## config.mk

```make
export PLATFORM = sky130hd
export DESIGN_NAME = spi_mem_burst
export DESIGN_NICKNAME = d
export VERILOG_FILES = /design/src/rtl/spi_mem_pkg.sv /design/src/rtl/inputconditioner.sv /design/src/rtl/spi_frame_shifter.sv /design/src/rtl/spi_mem_burst.sv
export SDC_FILE = /design/constraint.sdc
export NUM_CORES = 1
export LEC_CHECK = 0
export ABC_CLOCK_PERIOD_IN_PS = 4000
export BUFFER_PORTS_ARGS = -buffer_cell sky130_fd_sc_hd__buf_2
export CORE_MARGIN = 2
export CORE_UTILIZATION = 26
export DETAILED_ROUTE_END_ITERATION = 10
export SLEW_MARGIN = 20
export SYNTH_ARGS = -nofsm -noshare
export SYNTH_HDL_FRONTEND = slang
export SYNTH_SLANG_ARGS = --single-unit
export TNS_END_PERCENT = 1
```

## constraint.sdc

```tcl
create_clock -name clk -period 4 [get_ports clk]
set_input_delay 0.2 -clock clk [delete_from_list [all_inputs] [get_ports clk]]
set_output_delay 0.2 -clock clk [all_outputs]
set_load 0.05 [all_outputs]
```

## src/rtl/spi_mem_pkg.sv

```systemverilog
// Shared constants for the SPI burst memory: FSM state encoding and burst counter sizing.
package spi_mem_pkg;

    localparam int STATE_W = 3;

    localparam logic [STATE_W-1:0] ST_IDLE      = 3'd0;
    localparam logic [STATE_W-1:0] ST_ADDR      = 3'd1;
    localparam logic [STATE_W-1:0] ST_DECODE    = 3'd2;
    localparam logic [STATE_W-1:0] ST_RD_FETCH  = 3'd3;
    localparam logic [STATE_W-1:0] ST_RD_SHIFT  = 3'd4;
    localparam logic [STATE_W-1:0] ST_WR_SHIFT  = 3'd5;
    localparam logic [STATE_W-1:0] ST_WR_COMMIT = 3'd6;

    typedef enum logic [STATE_W-1:0] {
        S_IDLE      = ST_IDLE,
        S_ADDR      = ST_ADDR,
        S_DECODE    = ST_DECODE,
        S_RD_FETCH  = ST_RD_FETCH,
        S_RD_SHIFT  = ST_RD_SHIFT,
        S_WR_SHIFT  = ST_WR_SHIFT,
        S_WR_COMMIT = ST_WR_COMMIT
    } state_t;

    localparam int             BURST_W   = 8;
    localparam logic [BURST_W-1:0] BURST_MAX = 8'd255;

    function automatic int max_int(input int a, input int b);
        return (a > b) ? a : b;
    endfunction

endpackage

```

## src/rtl/inputconditioner.sv

```systemverilog
// Pin conditioner: 2-flop synchroniser, DEBOUNCE-cycle stability filter, 1-clk edge pulses.
module inputconditioner #(
    parameter int   DEBOUNCE  = 3,
    parameter logic RESET_VAL = 1'b0
) (
    input  logic clk,
    input  logic reset,
    input  logic pin,
    output logic level,
    output logic pos,
    output logic neg
);
    localparam int            CW   = (DEBOUNCE > 1) ? $clog2(DEBOUNCE) : 1;
    localparam logic [CW-1:0] LOAD = CW'(DEBOUNCE - 1);

    logic          sync1, sync2;
    logic [CW-1:0] cnt;

    always_ff @(posedge clk) begin
        if (reset) begin
            sync1 <= RESET_VAL;
            sync2 <= RESET_VAL;
            level <= RESET_VAL;
            cnt   <= LOAD;
            pos   <= 1'b0;
            neg   <= 1'b0;
        end else begin
            sync1 <= pin;
            sync2 <= sync1;
            pos   <= 1'b0;
            neg   <= 1'b0;
            // down-counter runs only while the synced pin disagrees with the accepted level
            if (sync2 == level) begin
                cnt <= LOAD;
            end else if (cnt == '0) begin
                level <= sync2;
                pos   <= sync2;
                neg   <= ~sync2;
                cnt   <= LOAD;
            end else begin
                cnt <= cnt - CW'(1);
            end
        end
    end

endmodule

```

## src/rtl/spi_frame_shifter.sv

```systemverilog
// Width-N shift register with parallel load and a down-counting frame bit counter.
module spi_frame_shifter #(
    parameter int N     = 8,
    parameter int CNT_W = $clog2(N + 1)
) (
    input  logic             clk,
    input  logic             reset,
    input  logic             start,
    input  logic [CNT_W-1:0] frame_len,
    input  logic             load,
    input  logic [N-1:0]     load_val,
    input  logic             shift_en,
    input  logic             ser_in,
    input  logic             count_en,
    output logic [N-1:0]     word,
    output logic             done
);
    logic [CNT_W-1:0] cnt;

    // done fires on the counting edge that consumes the last bit of the frame
    assign done = count_en && (cnt == CNT_W'(1));

    always_ff @(posedge clk) begin
        if (reset) begin
            word <= '0;
            cnt  <= '0;
        end else begin
            if (load)
                word <= load_val;
            else if (shift_en)
                word <= {word[N-2:0], ser_in};

            if (start)
                cnt <= frame_len;
            else if (count_en && cnt != '0)
                cnt <= cnt - CNT_W'(1);
        end
    end

endmodule

```

## src/rtl/spi_mem_burst.sv

```systemverilog
// SPI-slave register memory with auto-incrementing bursts while CS is held low.
// Optional stuck-at-1 write fault on bit 0 when FAULT_INJECT_EN is defined.
//
// state      | meaning
// IDLE       | waiting for CS to fall
// ADDR       | shifting address + R/W bit
// DECODE     | latch address, choose read or write
// RD_FETCH   | 2 clk: memory read, then load shifter
// RD_SHIFT   | drive MISO on sclk negedges
// WR_SHIFT   | collect MOSI data word
// WR_COMMIT  | store word, advance address
module spi_mem_burst
    import spi_mem_pkg::*;
#(
    parameter int ADDR_W   = 7,
    parameter int DATA_W   = 8,
    parameter int DEBOUNCE = 3
) (
    input  logic               clk,
    input  logic               reset,
    input  logic               sclk_pin,
    input  logic               cs_pin,
    input  logic               mosi_pin,
`ifdef FAULT_INJECT_EN
    input  logic               faultinjector_pin,
`endif
    output logic               miso_pin,
    output logic               miso_oe,
    output logic               busy,
    output logic [STATE_W-1:0] state,
    output logic [BURST_W-1:0] burst_cnt
`ifdef FAULT_INJECT_EN
    , output logic             fault_seen
`endif
);
    localparam int SH_W  = max_int(ADDR_W + 1, DATA_W);
    localparam int CNT_W = $clog2(SH_W + 1);

    logic sclk_lvl, sclk_pos, sclk_neg;
    logic cs_lvl, cs_pos, cs_neg;
    logic mosi_lvl, mosi_pos, mosi_neg;

    inputconditioner #(.DEBOUNCE(DEBOUNCE), .RESET_VAL(1'b0)) u_sclk (
        .clk(clk), .reset(reset), .pin(sclk_pin), .level(sclk_lvl), .pos(sclk_pos), .neg(sclk_neg));
    inputconditioner #(.DEBOUNCE(DEBOUNCE), .RESET_VAL(1'b1)) u_cs (
        .clk(clk), .reset(reset), .pin(cs_pin), .level(cs_lvl), .pos(cs_pos), .neg(cs_neg));
    inputconditioner #(.DEBOUNCE(DEBOUNCE), .RESET_VAL(1'b0)) u_mosi (
        .clk(clk), .reset(reset), .pin(mosi_pin), .level(mosi_lvl), .pos(mosi_pos), .neg(mosi_neg));

    state_t              st;
    logic [ADDR_W-1:0]   addr_q;
    logic                fetch_ph;
    logic [DATA_W-1:0]   rd_data;
    logic [DATA_W-1:0]   wr_word;
    logic                mem_we;
    logic [DATA_W-1:0]   mem [0:(1 << ADDR_W) - 1];

    logic                sh_start, sh_load, sh_shift, sh_count, sh_done;
    logic [CNT_W-1:0]    sh_len;
    logic [SH_W-1:0]     sh_word;

`ifdef FAULT_INJECT_EN
    logic fault_lvl, fault_pos, fault_neg;
    inputconditioner #(.DEBOUNCE(DEBOUNCE), .RESET_VAL(1'b0)) u_fault (
        .clk(clk), .reset(reset), .pin(faultinjector_pin), .level(fault_lvl), .pos(fault_pos), .neg(fault_neg));
    assign wr_word = {sh_word[DATA_W-1:1], sh_word[0] | fault_lvl};
    logic unused_edges;
    assign unused_edges = ^{sclk_lvl, cs_pos, mosi_pos, mosi_neg, fault_pos, fault_neg};
`else
    assign wr_word = sh_word[DATA_W-1:0];
    logic unused_edges;
    assign unused_edges = ^{sclk_lvl, cs_pos, mosi_pos, mosi_neg};
`endif

    assign state = st;
    assign busy  = (st != S_IDLE);

    always_comb begin
        sh_start = 1'b0;
        sh_len   = CNT_W'(DATA_W);
        sh_load  = 1'b0;
        sh_shift = 1'b0;
        sh_count = 1'b0;
        case (st)
            S_IDLE: begin
                sh_start = cs_neg;
                sh_len   = CNT_W'(ADDR_W + 1);
            end
            S_DECODE, S_WR_COMMIT: sh_start = 1'b1;
            S_RD_FETCH: begin
                sh_start = 1'b1;
                sh_load  = fetch_ph;
            end
            S_ADDR, S_WR_SHIFT: begin
                sh_shift = sclk_pos && !cs_lvl;
                sh_count = sclk_pos && !cs_lvl;
            end
            // read data leaves on negedges, but the frame is still counted on posedges
            S_RD_SHIFT: begin
                sh_shift = sclk_neg && !cs_lvl;
                sh_count = sclk_pos && !cs_lvl;
            end
            default: ;
        endcase
    end

    spi_frame_shifter #(.N(SH_W), .CNT_W(CNT_W)) u_shifter (
        .clk      (clk),
        .reset    (reset),
        .start    (sh_start),
        .frame_len(sh_len),
        .load     (sh_load),
        .load_val (SH_W'(rd_data)),
        .shift_en (sh_shift),
        .ser_in   (mosi_lvl),
        .count_en (sh_count),
        .word     (sh_word),
        .done     (sh_done)
    );

    assign mem_we = (st == S_WR_COMMIT) && !cs_lvl && !reset;

    // memory has no reset so its contents survive both reset and aborted bursts
    always_ff @(posedge clk) begin
        rd_data <= mem[addr_q];
        if (mem_we)
            mem[addr_q] <= wr_word;
    end

    always_ff @(posedge clk) begin
        if (reset) begin
            st        <= S_IDLE;
            addr_q    <= '0;
            fetch_ph  <= 1'b0;
            burst_cnt <= '0;
            miso_pin  <= 1'b0;
            miso_oe   <= 1'b0;
`ifdef FAULT_INJECT_EN
            fault_seen <= 1'b0;
`endif
        end else if (st != S_IDLE && cs_lvl) begin
            st        <= S_IDLE;
            fetch_ph  <= 1'b0;
            burst_cnt <= '0;
            miso_pin  <= 1'b0;
            miso_oe   <= 1'b0;
        end else begin
            case (st)
                S_IDLE: begin
                    burst_cnt <= '0;
                    if (cs_neg)
                        st <= S_ADDR;
                end
                S_ADDR: if (sh_done) st <= S_DECODE;
                S_DECODE: begin
                    addr_q <= sh_word[ADDR_W:1];
                    if (sh_word[0]) begin
                        st      <= S_RD_FETCH;
                        miso_oe <= 1'b1;
                    end else begin
                        st <= S_WR_SHIFT;
                    end
                end
                S_RD_FETCH: begin
                    fetch_ph <= ~fetch_ph;
                    if (fetch_ph)
                        st <= S_RD_SHIFT;
                end
                S_RD_SHIFT: begin
                    if (sclk_neg)
                        miso_pin <= sh_word[DATA_W-1];
                    if (sh_done) begin
                        addr_q <= addr_q + ADDR_W'(1);
                        if (burst_cnt != BURST_MAX)
                            burst_cnt <= burst_cnt + BURST_W'(1);
                        st <= S_RD_FETCH;
                    end
                end
                S_WR_SHIFT: if (sh_done) st <= S_WR_COMMIT;
                S_WR_COMMIT: begin
                    addr_q <= addr_q + ADDR_W'(1);
                    if (burst_cnt != BURST_MAX)
                        burst_cnt <= burst_cnt + BURST_W'(1);
`ifdef FAULT_INJECT_EN
                    if (fault_lvl && !sh_word[0])
                        fault_seen <= 1'b1;
`endif
                    st <= S_WR_SHIFT;
                end
                default: st <= S_IDLE;
            endcase
        end
    end

endmodule
```

==> impl_summary.log, run 1 <==
INFO  metric p_clk_share = 45.3%
INFO  metric cells_after_synthesis = 2670
INFO  metric numPortBuffers = 18
INFO  metric grt_util_all_layers = 15.46%
INFO  metric pwr_density_cell = 448.2 mW/mm^2
INFO  metric worst_setup_path_end_kind = flip-flop
INFO  metric route.detailed.vias_per_inst = 5.244
INFO  metric grt_pass1_wl = 190300 um
INFO  metric timing.fmax = 275.0 MHz
INFO  metric worst_clock_skew = 37.13 ps
INFO  metric synth.most_common_cell = sky130_fd_sc_hd__edfxtp_1
INFO  metric path_cells = buf_4 -> mux4_1 -> o311ai_0 -> a22oi_1 -> o221a_2 -> a211o_1
INFO  metric cts-buffers-inserted = 111
INFO  metric max-clock-path-buffers = 3
INFO  metric cts.sinks = 1083
INFO  metric hold_path.class = input pin to flip-flop
INFO  metric first_global_vias = 25580
INFO  metric floorplan.rows = 148
INFO  metric cp_slowest_stage_delay = 770 ps
INFO  metric timing.final.max_slew_violations = 0
INFO  metric p_sw = 4.406 mW
INFO  metric worst-setup-path-type = flip-flop to flip-flop
INFO  metric report.final.hold_viol_count = 0
INFO  metric max_slew.worst_pin.slew = 1082 ps
INFO  metric proportion_of_synthesized_flip_flops_having_asynchronous_set_or_reset = 0%
INFO  metric postSynth.topFlopCell = sky130_fd_sc_hd__edfxtp_1
INFO  metric master_of_the_slowest_instance_on_the_critical_path = sky130_fd_sc_hd__o311ai_0
INFO  metric cts_root_buffer_type = sky130_fd_sc_hd__clkbuf_16
INFO  metric ir_worst_vdd = 0.3464 mV
INFO  metric insertion_delay = 720 ps
INFO  metric io_pins = 19
INFO  metric pwr-share-seq = 54.6%
INFO  metric die_width = 408.0 um
INFO  metric crit_buf_inv = 1
INFO  metric run_status = finished, final reports clean
INFO  metric power_frac_comb = 0.1%
INFO  metric yosysUniqueCellTypes = 84
INFO  metric synth-seq-cells = 1083
INFO  metric power_switching_share = 19.69%
INFO  metric postSynthNetCount = 2682
INFO  metric fin_util = 30.74%
INFO  metric routabilityCongestion = 0.9336
INFO  metric critPathLaunchType = flip-flop
INFO  metric finish.net_count = 2879
INFO  metric cell_internal_pwr = 17.97 mW
INFO  metric worst_hold_startpoint = reset
INFO  metric tritoncts_clock_tree = done
INFO  metric core-area = 0.1624 mm^2
INFO  metric dieHeight = 408.0 um
INFO  metric maxCapViolations = 0
INFO  metric grt_setup_unrepaired = no
INFO  metric crit_arrival = 4220 ps
INFO  metric worst_path_clk_slew = 60 ps
INFO  metric grt-ovfl-total = 0
INFO  metric detailedPlacementHpwl = 84100 um
INFO  metric h-tree-depth = 3
INFO  metric grt_start_max_net_pins = 93
INFO  metric worstPathMaxFanout = 37
INFO  metric postRouteAntennaNets = 0
INFO  metric dieArea = 0.1664 mm^2
INFO  metric mappedNetlistArea = 0.04243 mm^2
INFO  metric synthesis.area_per_instance = 15.89 um^2
INFO  metric final_period_utilization = 90.92%
INFO  metric max_slew_margin = 27.89%
INFO  metric critPathTopFamily = compound AO/OA/AOI/OAI gates
INFO  metric area.growth.synth_to_final = 17.66%
INFO  metric worst_ep_required_time = 4580 ps
INFO  metric yosysTopAreaCell = sky130_fd_sc_hd__edfxtp_1
INFO  metric p_leak = 15.50 nW
INFO  metric synth_edf_count = 1024
INFO  metric synth_sequential_area_ratio = 75.25%
INFO  metric dr.pass1.iters = 6
INFO  metric antenna_found_initial = 2
INFO  metric synth_area_leaders = sky130_fd_sc_hd__edfxtp_1 (72%), sky130_fd_sc_hd__a221oi_1 (3.9%), sky130_fd_sc_hd__dfxtp_1 (2.8%)
INFO  metric setup_violations = 0
INFO  metric drive_gt1_share = 17.67%
INFO  metric dr_total_vias = 26900
INFO  metric drt_wl_cell = 26.03 um
INFO  metric dr.first_iter.drc_count = 4562
INFO  metric timing.final.crit_period = 3637 ps
INFO  metric floorplan.initialDensity = 26.13%
INFO  metric timing.rr.start = addr_q[0]$_SDFFE_PP0P_
INFO  metric finalSetupTns = 0 ps
INFO  metric drt_wl_total = 133500 um
INFO  metric drt_drc_violations_left = 0
INFO  metric yosys-top-cells-count = sky130_fd_sc_hd__edfxtp_1 (1024), sky130_fd_sc_hd__nor2_1 (238), sky130_fd_sc_hd__a221oi_1 (188)
INFO  metric startpoint_of_the_worst_setup_timing_path = addr_q[0]$_SDFFE_PP0P_
INFO  metric yosysWarningCount = 0
INFO  metric synth.top_cell.area_share = 72.47%
## cells by family (layout without fill, tap and decap cells)
| kind of cell | Yosys count | after routing | share of synthesized area, % |
|---|---|---|---|
| adder cells (fa/ha/maj) | 7 | 7 | 0.2064 |
| other | 0 | 1 | 0 |
| AO/OA/AOI/OAI | 663 | 663 | 11.75 |
| XOR/XNOR | 12 | 12 | 0.2477 |
| AND/OR/NAND/NOR | 540 | 540 | 5.500 |
| buffers and inverters | 215 | 499 | 2.689 |
| flip-flops | 1083 | 1083 | 75.25 |
| multiplexers | 150 | 150 | 4.349 |
## placed cells by master (no fill, tap or decap), types with 18 or more instances in the layout
cell                        Yosys  layout
sky130_fd_sc_hd__mux2_2        31      31
sky130_fd_sc_hd__o22ai_1       38      38
sky130_fd_sc_hd__a21oi_1      116     116
sky130_fd_sc_hd__nand2_1      175     175
sky130_fd_sc_hd__a211oi_1      22      22
sky130_fd_sc_hd__a222oi_1      40      40
sky130_fd_sc_hd__o21ai_0       73      73
sky130_fd_sc_hd__buf_4         28     245
sky130_fd_sc_hd__clkinv_1       2      25
sky130_fd_sc_hd__nand3_1       25      25
sky130_fd_sc_hd__edfxtp_1    1024    1024
sky130_fd_sc_hd__mux2i_1       94      94
sky130_fd_sc_hd__mux4_2        23      23
sky130_fd_sc_hd__a22oi_1       50      50
sky130_fd_sc_hd__nor2_1       238     233
sky130_fd_sc_hd__a221o_1       22      22
sky130_fd_sc_hd__dfxtp_1       59      46
sky130_fd_sc_hd__nor2b_1       21      18
sky130_fd_sc_hd__nor3_1        23      22
sky130_fd_sc_hd__clkbuf_16      0     113
sky130_fd_sc_hd__a221oi_1     188     188
sky130_fd_sc_hd__buf_2         67      18
sky130_fd_sc_hd__clkbuf_1      70      27
## stage by stage
stage	instances	setup WS (ps)	instance area, um^2	power, mW	hold WS [ps]
after floorplan	2670	1427	42430	12.48	303.8
after global placement	4925	494.6	46350	12.48	390.2
after detailed placement	4925	430.5	46350	12.48	396.2
after CTS	5128	417.6	49890	22.48	20.80
after global routing	5129	323.0	49920	22.88	61.44
final	5130	363.2	49920	22.38	58.20
## area by class of cell
type                       instances  area, um^2
tap                             2175        2721
timing repair buffer             278        2207
inverter                          21       81.33
clock buffer                     140        2929
sequential                      1083       31970
multi-input combinational       1372        9429
clock inverter                    60       579.3
antenna                            1       2.502
fill                           15820      112500
## state kept, by name, summed over array words and instances (netlist names), 2 cells and up
signal          flops
addr_q              7
burst_cnt           8
mem              1024
rd_data             8
state               3
u_cs.cnt            2
u_mosi.cnt          2
u_sclk.cnt          2
u_shifter.cnt       4
u_shifter.word      8
## path summary, 6_finish.rpt
check | endpoint | slack, ps | cells past startpoint
hold reg to reg | u_cs.sync2$_SDFF_PP1_ | 420 | 1
setup reg to reg | rd_data[4]$_DFF_P_ | 360 | 6
hold / removal | u_sclk.sync1$_SDFF_PP0_ | 60 | 2
setup / recovery | rd_data[4]$_DFF_P_ | 360 | 6
## layer usage
layer | global-route usage [%] | up-vias | part of all wire [%] | wire (um)
met5 | 0 | - | 0.020 | 27
met4 | 5.441 | 4 | 3.6 | 4808
met2 | 23.27 | 1727 | 44 | 58900
li1 | - | 11200 | - | -
met3 | 3.710 | 285 | 11 | 15010
met1 | 21.65 | 13690 | 41 | 54780
## timing repair
item | 4_1_cts | 5_1_grt
gates resized for setup | 0 | 0
setup buffers | 0 | 0
hold buffers | 3 | 0
hold endpoints to repair | 3 | 0
## power groups by stage
stage               Sequential (mW)  Combinational (mW)  Clock [mW]
finish                         12.2              0.0286        10.1
global route                   12.2              0.0319        10.6
detailed placement             12.5              0.0264           0
global placement               12.5              0.0250           0
CTS                            12.2              0.0288        10.2
floorplan                      12.5              0.0207           0
No activity file was read; power rests on OpenSTA's default activity.
==> run 2: changes to the inputs <==
--- a/config.mk
+++ b/config.mk
@@ -10,6 +10,7 @@
 export CORE_MARGIN = 2
 export CORE_UTILIZATION = 26
 export DETAILED_ROUTE_END_ITERATION = 10
+export RECOVER_POWER = 50
 export SLEW_MARGIN = 20
 export SYNTH_ARGS = -nofsm -noshare
 export SYNTH_HDL_FRONTEND = slang
==> impl_summary.log, run 2 (synthesized netlist as in run 1, its figures left out) <==
INFO  metric run_status = finished, violations left (was finished, final reports clean)
INFO  metric failed_checks = capacitance limit, slew limit
INFO  metric drive_gt1_share = 17.06% (was 17.67%)
INFO  metric route.detailed.vias_per_inst = 5.272 (was 5.244)
INFO  metric dp_slack = 430.5 ps (unchanged)
INFO  metric grt-ovfl-total = 0 (unchanged)
INFO  metric timing.fmax = 265.6 MHz (was 275.0 MHz)
INFO  metric setup_violations = 0 (unchanged)
INFO  metric drt_wl_cell = 26.09 um (was 26.03 um)
INFO  metric critPathLaunchType = flip-flop (unchanged)
INFO  metric worst_path_clk_slew = 60 ps (about the same)
INFO  metric worstPathMaxFanout = 69 (was 37)
INFO  metric postCtsResizedCells = 0 (unchanged)
INFO  metric postRouteAntennaNets = 0 (unchanged)
INFO  metric antenna_found_initial = 2 (unchanged)
INFO  metric finalSetupTns = 0 ps (unchanged)
INFO  metric drt_drc_violations_left = 0 (unchanged)
INFO  metric worst_ep_required_time = 4380 ps (was 4580 ps)
INFO  metric grt_start_max_net_pins = 93 (unchanged)
INFO  metric final_critical_path_setup_slack = 234.5 ps (was 363.2 ps)
INFO  metric first_global_vias = 25580 (unchanged)
INFO  metric pwr_density_cell = 449.5 mW/mm^2 (was 448.2 mW/mm^2)
INFO  metric fin_util = 30.67% (was 30.74%)
INFO  metric crit_arrival = 4150 ps (was 4220 ps)
INFO  metric cp_slowest_stage_delay = 2460 ps (was 770 ps)
INFO  metric dr_total_vias = 27040 (was 26900)
INFO  metric final_period_utilization = 94.14% (was 90.92%)
INFO  metric h-tree-depth = 3 (unchanged)
INFO  metric insertion_delay = 720 ps (about the same)
INFO  metric floorplan.initialDensity = 26.13% (unchanged)
INFO  metric master_of_the_slowest_instance_on_the_critical_path = sky130_fd_sc_hd__dfxtp_1 (was sky130_fd_sc_hd__o311ai_0)
INFO  metric dr.pass1.iters = 7 (was 6)
INFO  metric worst_clock_skew = 35.67 ps (was 37.13 ps)
INFO  metric most_frequent_cells_in_the_layout = sky130_fd_sc_hd__edfxtp_1 (1024), sky130_fd_sc_hd__buf_4 (234), sky130_fd_sc_hd__nor2_1 (233) (was sky130_fd_sc_hd__edfxtp_1 (1024), sky130_fd_sc_hd__buf_4 (245), sky130_fd_sc_hd__nor2_1 (233))
INFO  metric io_pins = 19 (unchanged)
INFO  metric maxCapViolations = 9 (was 0)
INFO  metric ir_worst_vdd = 0.3451 mV (was 0.3464 mV)
INFO  metric grt_pass1_wl = 190300 um (unchanged)
INFO  metric finish.net_count = 2879 (unchanged)
INFO  metric floorplan.rows = 148 (unchanged)
INFO  metric cts.sinks = 1083 (unchanged)
INFO  metric reg2reg_setup_slack = 230 ps (was 360 ps)
INFO  metric numPortBuffers = 18 (unchanged)
INFO  metric dieHeight = 408.0 um (unchanged)
INFO  metric path_cells = clkbuf_2 (was buf_4 -> mux4_1 -> o311ai_0 -> a22oi_1 -> o221a_2 -> a211o_1)
INFO  metric dr.first_iter.drc_count = 4100 (was 4562)
INFO  metric timing.final.crit_period = 3766 ps (was 3637 ps)
INFO  metric fillerInstances = 15840 (was 15820)
INFO  metric tritoncts_clock_tree = done (unchanged)
INFO  metric hold_path.class = input pin to flip-flop (unchanged)
INFO  metric dieArea = 0.1664 mm^2 (unchanged)
INFO  metric core-area = 0.1624 mm^2 (unchanged)
INFO  metric detailedPlacementHpwl = 84100 um (unchanged)
INFO  metric diode_insertion_count_for_antenna_repair = 0 (was 1)
INFO  metric post_cts.repair.setup_buffers = 0 (unchanged)
INFO  metric largest_register_ffs = 1024 (unchanged)
INFO  metric crit_buf_inv = 1 (unchanged)
INFO  metric critPathTopFamily = flip-flops (was compound AO/OA/AOI/OAI gates)
INFO  metric max_slew_margin = -132.5% (was 27.89%)
INFO  metric report.final.hold_viol_count = 0 (unchanged)
INFO  metric max-clock-path-buffers = 3 (unchanged)
INFO  metric hold_ws = 56.12 ps (was 58.20 ps)
INFO  metric cts-buffers-inserted = 111 (unchanged)
INFO  metric worst-setup-path-type = flip-flop to flip-flop (unchanged)
INFO  metric grt_setup_unrepaired = no (unchanged)
INFO  metric grt_util_all_layers = 15.46% (unchanged)
INFO  metric worst_setup_path_end_kind = flip-flop (unchanged)
INFO  metric drt_wl_total = 133800 um (was 133500 um)
INFO  metric largest-register = mem (unchanged)
INFO  metric p_total = 22.39 mW (was 22.38 mW)
INFO  metric die_width = 408.0 um (unchanged)
INFO  metric timing.final.max_slew_violations = 582 (was 0)
INFO  metric cts_root_buffer_type = sky130_fd_sc_hd__clkbuf_16 (unchanged)
INFO  metric area.growth.synth_to_final = 17.40% (was 17.66%)
INFO  metric p_leak = 15.42 nW (was 15.50 nW)
INFO  metric routabilityCongestion = 0.9336 (unchanged)
INFO  metric max_slew.worst_pin.slew = 3487 ps (was 1082 ps)
INFO  metric layout_commonest_cell = sky130_fd_sc_hd__edfxtp_1 (unchanged)
## run 2: cell count changes in the layout (fill, tap and decap cells not counted), sizes merged
cell and delta:
diode -1, buf -23, clkbuf +23
## run 2: worst paths after layout
path	from	to	depth (start not counted)
worst max-delay path	u_shifter.word[3]$_SDFFE_PP0P_	mem[37][3]$_DFFE_PP_	1
worst min-delay path	reset	u_sclk.sync1$_SDFF_PP0_	2
worst max register to register	u_shifter.word[3]$_SDFFE_PP0P_	mem[37][3]$_DFFE_PP_	1
worst min register to register	u_cs.sync1$_SDFF_PP1_	u_cs.sync2$_SDFF_PP1_	1
## run 2: through the flow
step                      instances  area [um^2]
final                          5129        49810
after global routing           5129        49810
after CTS                      5128        49890
after detailed placement       4925        46350
after global placement         4925        46350
after floorplan                2670        42430
## run 2: cell type report
cell class              count  area, um^2  share of cell area (%)
multi-input cells        1372        9429                   18.93
well taps                2175        2721                   5.463
clock inverters            60       579.3                   1.163
flip-flops and latches   1083       31950                   64.13
repair buffers            278        2128                   4.272
inverters                  21       81.33                  0.1633
clock buffers             140        2929                   5.880
## run 2: timing repair
item / 4_1_cts / 5_1_grt
setup endpoints to repair: 0 / 0
hold endpoints to repair: 3 / 0
hold buffers: 3 / 0
## run 2: per-layer routing
layer / up-vias / track usage [%] / routed length (um)
li1: 11210 / - / -
met1: 13760 / 21.65 / 54560
met2: 1778 / 23.27 / 58900
met3: 294 / 3.710 / 15330
met4: 4 / 5.441 / 5013
met5: - / 0 / 27
## run 2: where the power goes
group	switching, mW	internal [mW]
Clock	4.39	5.75
Combinational	0.0173	0.0114
Sequential	0.00480	12.2
